--- src/rtl/bram_arbiter.sv ---
// Two-port round-robin arbiter in front of a single-port, byte-masked BRAM.
// Optional window check on accepted addresses: define BRAM_ARB_RANGE_CHECK_EN.
module bram_arbiter #(
    parameter logic [31:0] BASE_MEMORY = 32'h0000_0000,
    parameter logic [31:0] TOP_MEMORY  = 32'h0000_07ff
) (
    input  logic        clk,
    input  logic        rst_n,
    input  logic        m0_req_valid,
    input  logic [31:0] m0_req_addr,
    input  logic [31:0] m0_req_wdata,
    input  logic        m0_req_we,
    input  logic [3:0]  m0_req_mask,
    output logic        m0_req_ready,
    output logic        m0_rsp_valid,
    output logic [31:0] m0_rsp_rdata,
    output logic        m0_rsp_err,
    input  logic        m1_req_valid,
    input  logic [31:0] m1_req_addr,
    input  logic [31:0] m1_req_wdata,
    input  logic        m1_req_we,
    input  logic [3:0]  m1_req_mask,
    output logic        m1_req_ready,
    output logic        m1_rsp_valid,
    output logic [31:0] m1_rsp_rdata,
    output logic        m1_rsp_err,
    output logic [31:0] memAddress,
    output logic [31:0] memWriteData,
    output logic        memWrite,
    output logic [3:0]  byteMask,
    input  logic [31:0] memReadData,
    output logic        busy
);

`ifdef BRAM_ARB_RANGE_CHECK_EN
    localparam bit RANGE_CHECK = 1'b1;
`else
    localparam bit RANGE_CHECK = 1'b0;
`endif

    typedef enum logic [1:0] {IDLE, ACCESS, RESP} state_t;

    state_t      state, state_nxt;
    logic        last_grant;
    logic        grant_id;
    logic        accept;
    logic [31:0] sel_addr;
    logic        sel_oor;
    logic [31:0] lat_addr;
    logic [31:0] lat_wdata;
    logic        lat_we;
    logic [3:0]  lat_mask;
    logic        lat_id;
    logic        lat_err;
    logic [31:0] rsp_data;

    // Ready depends only on state, valids and last_grant; held low during reset
    // so nothing is considered accepted on a reset edge.
    always_comb begin
        state_nxt    = state;
        grant_id     = 1'b0;
        accept       = 1'b0;
        m0_req_ready = 1'b0;
        m1_req_ready = 1'b0;
        case (state)
            IDLE: begin
                if (m0_req_valid && m1_req_valid) grant_id = ~last_grant;
                else                              grant_id = m1_req_valid;
                if (rst_n && (m0_req_valid || m1_req_valid)) begin
                    accept       = 1'b1;
                    m0_req_ready = ~grant_id;
                    m1_req_ready = grant_id;
                    state_nxt    = ACCESS;
                end
            end
            ACCESS:  state_nxt = RESP;
            default: state_nxt = IDLE;
        endcase
    end

    assign sel_addr = grant_id ? m1_req_addr : m0_req_addr;
    // Full-width compare so high addresses never alias into the window.
    assign sel_oor  = RANGE_CHECK && ((sel_addr < BASE_MEMORY) || (sel_addr > TOP_MEMORY));

    always_ff @(posedge clk) begin
        if (!rst_n) begin
            state      <= IDLE;
            last_grant <= 1'b1;
            lat_addr   <= '0;
            lat_wdata  <= '0;
            lat_we     <= 1'b0;
            lat_mask   <= '0;
            lat_id     <= 1'b0;
            lat_err    <= 1'b0;
        end else begin
            state <= state_nxt;
            if (accept) begin
                last_grant <= grant_id;
                lat_id     <= grant_id;
                lat_addr   <= sel_addr;
                lat_wdata  <= grant_id ? m1_req_wdata : m0_req_wdata;
                lat_we     <= grant_id ? m1_req_we    : m0_req_we;
                lat_mask   <= grant_id ? m1_req_mask  : m0_req_mask;
                lat_err    <= sel_oor;
            end
        end
    end

    assign memAddress   = {lat_addr[31:2], 2'b00};
    assign memWriteData = lat_wdata;
    assign byteMask     = (state == ACCESS) ? lat_mask : 4'h0;
    assign memWrite     = (state == ACCESS) && lat_we && !lat_err;
    assign busy         = (state != IDLE);

    // Writes and rejected accesses answer with zero data.
    assign rsp_data     = (state == RESP && !lat_we && !lat_err) ? memReadData : 32'h0;

    assign m0_rsp_valid = (state == RESP) && !lat_id;
    assign m1_rsp_valid = (state == RESP) &&  lat_id;
    assign m0_rsp_rdata = m0_rsp_valid ? rsp_data : 32'h0;
    assign m1_rsp_rdata = m1_rsp_valid ? rsp_data : 32'h0;
    assign m0_rsp_err   = m0_rsp_valid && lat_err;
    assign m1_rsp_err   = m1_rsp_valid && lat_err;

endmodule

--- config.mk ---
export PLATFORM = sky130hd
export DESIGN_NAME = bram_arbiter
export DESIGN_NICKNAME = d
export VERILOG_FILES = /design/src/rtl/bram_arbiter.sv
export SDC_FILE = /design/constraint.sdc
export NUM_CORES = 1
export LEC_CHECK = 0
export ABC_AREA = 0
export ABC_CLOCK_PERIOD_IN_PS = 4700
export CAP_MARGIN = 20
export CELL_PAD_IN_SITES_DETAIL_PLACEMENT = 1
export CELL_PAD_IN_SITES_GLOBAL_PLACEMENT = 1
export CORE_MARGIN = 2
export CORE_UTILIZATION = 23
export CTS_BUF_LIST = sky130_fd_sc_hd__clkbuf_2
export DETAILED_ROUTE_END_ITERATION = 8
export GPL_TIMING_DRIVEN = 1
export PLACE_DENSITY = 0.86
export SYNTH_ARGS = -nofsm -noshare
export SYNTH_HDL_FRONTEND = slang
export SYNTH_SLANG_ARGS = --single-unit
--- constraint.sdc ---
create_clock -name clk -period 4.7 [get_ports clk]
set_input_delay 0.94 -clock clk [delete_from_list [all_inputs] [get_ports clk]]
set_output_delay 0.94 -clock clk [all_outputs]
set_load 0.03 [all_outputs]
After elaboration in Yosys (flattened, before gate mapping) --
Index checks and enable logic that the tools add are counted.
Word-level totals: register bits after elaboration 73, output and inout port bits 140, word-level logic and storage cells 42
Operators by class: equal/unequal tests 3, mux-type cells 19, bitwise gates (word level) 2, reduce and logical (&&, ||, !) cells 11
Operators by type and width (number):
- $mux W32 | 5
- $mux W1 | 10
- $mux W4 | 2
- $logic_and A1 B1 Y1 | 6
- $pmux W2 S2 | 1
- $eq A2 B1 Y1 const B | 1
- $eq A2 B2 Y1 const B | 1
- $logic_not A1 Y1 | 2
- $logic_not A2 Y1 | 1
- $mux W2 | 1
- $ne A2 B2 Y1 const B | 1
- $not A1 Y1 | 2
- $reduce_bool A2 Y1 | 1
- $logic_or A1 B1 Y1 | 1

Logic depth before layout (Yosys ltp) --
depth after elaboration 6, gate-level depth with buffers 7, depth with buffers taken out 3

Least setup slack after synthesis --
OpenSTA, ideal clock, no wires.
path kind input port to output port, from in m0_req_valid, to out m1_req_ready, arrival time 2.187 ns, required time 3.760 ns, setup slack 1.573 ns, stages 6, buffers on the path 4, cells stage by stage buf_2 a21bo_2 buf_2 buf_2 buf_1 nor2_1
On the way: longest elaborated chain between the ends 5, elaborated cells between the ends (all ways) 7
RTL lines:
- start: declaration | line 9 | input logic m0_req_valid,
- $logic_and A1 B1 Y1 | line 67 | if (m0_req_valid && m1_req_valid) grant_id = ~last_grant;
- $mux W1 | line 67
- $mux W1 | line 65 | case (state)
- $mux W1 (*) | line 69 | if (rst_n && (m0_req_valid || m1_req_valid)) begin
- $mux W1 (*) | line 65
- end: declaration | line 23 | output logic m1_req_ready,
Mark *: on every way between the ends. The rest lies on a longest branch, timed or not. The select of a mux whose other input is x is not followed.

Worst setup path in the final report --
from in rst_n, to out m0_req_ready
On the way: longest elaborated chain between the ends 3
RTL lines:
- start: declaration | line 8 | input logic rst_n,
- $logic_and A1 B1 Y1 | line 69
- $mux W1 | line 69
- $mux W1 | line 65
- end: declaration | line 14 | output logic m0_req_ready,
No other way between the ends.

==> results.json <==
{
  "numCtsBuffers": 9,
  "register_area_um2": 1420,
  "overflow": 0,
  "vias": 4740,
  "syn_area_um2": 3800,
  "wl_per_cell_um": 17.7,
  "post_cts_resized": 0,
  "synth_flop_cell": "dfxtp_1",
  "dpl.hpwl_mm": 12.6,
  "initial_core_util": 0.237,
  "rsz0062_at_grt": "no",
  "crit_type": "primary input to output pin",
  "yosys.area.top_type_share": 0.374,
  "syn_area_per_cell_um2": 7.76,
  "critPathCaptureType": "output pin",
  "cts_tree": "built",
  "crit_required_ps": 3760,
  "place_congestion": 0.766,
  "setup_tns_ps": 0,
  "multiInputGateArea_um2": 1950,
  "clk_path_buf_depth": 2,
  "cap_violations": 0,
  "fin_nets": 938,
  "io_pins": 314,
  "async_reset_ff_frac": 0,
  "setup_viol": 0,
  "postLayoutCellArea_um2": 7070,
  "antenna_found_initial": 0,
  "grt_pass1_vias": 4804,
  "fmax_mhz": 270,
  "grt_max_degree": 72,
  "drc_errors": 0,
  "clk_latency_ps": 570,
  "start_kind": "primary input",
  "ant_nets": 0,
  "post_cts.repair.setup_buffers": 0,
  "status": "completed",
  "min_period_ps": 3710,
  "drtIter0Drc": 186,
  "slew_headroom": 0.444,
  "synth_most_common_cell": "dfxtp_1",
  "drive_above_1_share": 0.0442,
  "fp-row-count": 46,
  "cp_max_fo": 68,
  "synth-compound-area-share": 0.282,
  "period_share": 0.789,
  "die_area_um2": 17500,
  "synth-simple-area-share": 0.224,
  "synth_cells": 489,
  "grt_pass1_wl_mm": 27.0,
  "muxShareOfSynthArea": 0,
  "cts_htree_levels": 3,
  "core-area_um2": 16000,
  "yosys-top-cells-area": "dfxtp_1 37%, a2111oi_0 12%, and2_1 12%",
  "place_area_um2": 6980,
  "cts_root_buf": "clkbuf_2",
  "die_w_um": 132,
  "area_growth_pct": 86.1,
  "cts.sinks": 71,
  "post_synth_num_cell_types": 28,
  "synthAdderAreaFrac": 0,
  "netlist.top_cell.by_area": "dfxtp_1",
  "ys_ff_latch": 71,
  "synth_common_cells": "71 x dfxtp_1, 70 x and2_1, 67 x a21oi_1, 53 x inv_1, 52 x nor3_1",
  "final_hold_viol_count": 0,
  "synthXorXnorAreaFrac": 0,
  "leakagePower_nw": 2.69,
  "routed_via_density": 4.81,
  "track_usage": 0.193,
  "worst_hold_path_type": "flip-flop to flip-flop",
  "die_h_um": 132,
  "synth_edf_count": 0,
  "power-per-cell-area_nw_per_um2": 244,
  "wl_mm": 17.5,
  "diodes": 0,
  "ctsHoldBuffers": 0,
  "finalClockSkew_ps": 44.6,
  "ys_seq_area_frac": 0.374,
  "worst_pin_slew_ps": 834,
  "synth_warnings": 0,
  "port_buffers": 305,
  "ir_worst_vdd_uv": 125,
  "drt-pass1-iter-count": 4,
  "worstPathArrival_ps": 2770,
  "synth_top_family_by_area": "compound AO/OA/AOI/OAI gates",
  "clkTransAtPathRegs_ps": 230,
  "slew_viol_final": 0,
  "nFillCells": 1938
}
[worst max-delay path, cell delays in order]
cell             delay, ps
clkdlybuf4s50_1        470
or3b_2                 460
buf_4                  370
nor3b_4                310
buf_4                  210
[layout by cell type (no fill, tap or decap)]
cell type          n
a2111oi_0         50
a21bo_2            1
a21boi_0           1
a21boi_1           1
a21oi_1           67
a221o_1            1
and2_1            70
and3b_1            1
buf_4             12
clkbuf_2          11
clkdlybuf4s50_1  304
clkinv_2           2
clkinv_4           2
clkinvlp_4         1
conb_1             4
dfxtp_1           71
inv_1             53
nand2_1            1
nand2b_1           1
nand3_1            1
nor2_1            20
nor2_4             1
nor2b_1            3
nor3_1            51
nor3_2             1
nor3b_4            1
o211ai_1          17
o21a_1             1
o31ai_1           17
or2_2              1
or3b_2             1
[flip-flops by register name, summed over array words and instances, names as in the netlist]
signal	count
memWriteData	32
lat_addr	30
lat_mask	4
state	2
last_grant	1
lat_id	1
lat_we	1
[per-stage QoR]
stage / hold WS, ps / setup slack [ps] / total power [mW] / utilization / std cells
after global routing: 559 / 901 / 1.82 / 0.442 / 985
after CTS: 524 / 955 / 1.75 / 0.442 / 985
after global placement: 478 / 926 / 1.41 / 0.436 / 969
final: 521 / 993 / 1.72 / 0.442 / 985
after floorplan: 467 / 1570 / 1.06 / - / 492
after detailed placement: 489 / 967 / 1.43 / 0.436 / 969
[layout make-up]
| type | count | area share |
|---|---|---|
| multi-input combinational | 313 | 0.276 |
| tap | 216 | 0.0383 |
| inverter | 53 | 0.0282 |
| clock buffer | 11 | 0.00779 |
| sequential | 71 | 0.201 |
| clock inverter | 5 | 0.00496 |
| timing repair buffer | 316 | 0.443 |
[logic make-up after synthesis]
| group | after synthesis |
|---|---|
| AO/OA/AOI/OAI | 156 |
| buffers and inverters | 108 |
| flip-flops | 71 |
| other | 1 |
| AND/OR/NAND/NOR | 153 |
[routing by layer]
layer  part of all wire  track usage
met3              0.067       0.0605
met1               0.42        0.225
met4              0.028       0.0717
met2               0.49        0.330
met5                  0            0
[path summary, 6_finish.rpt]
check         startpoint         endpoint  slack (ps)  depth (start not counted)
min reg2reg  lat_mask[0]      lat_mask[0]         520                          2
min          lat_mask[0]      lat_mask[0]         520                          2
max reg2reg     state[1]  memWriteData[3]        2160                          5
max                rst_n     m0_req_ready         990                          5
[where the power goes]
part,internal [mW],switching [mW]
sequential,0.675,0.0402
combinational,0.322,0.375
clock,0.0737,0.236
total,1.07,0.652
Power figures use the tool's default switching activity.
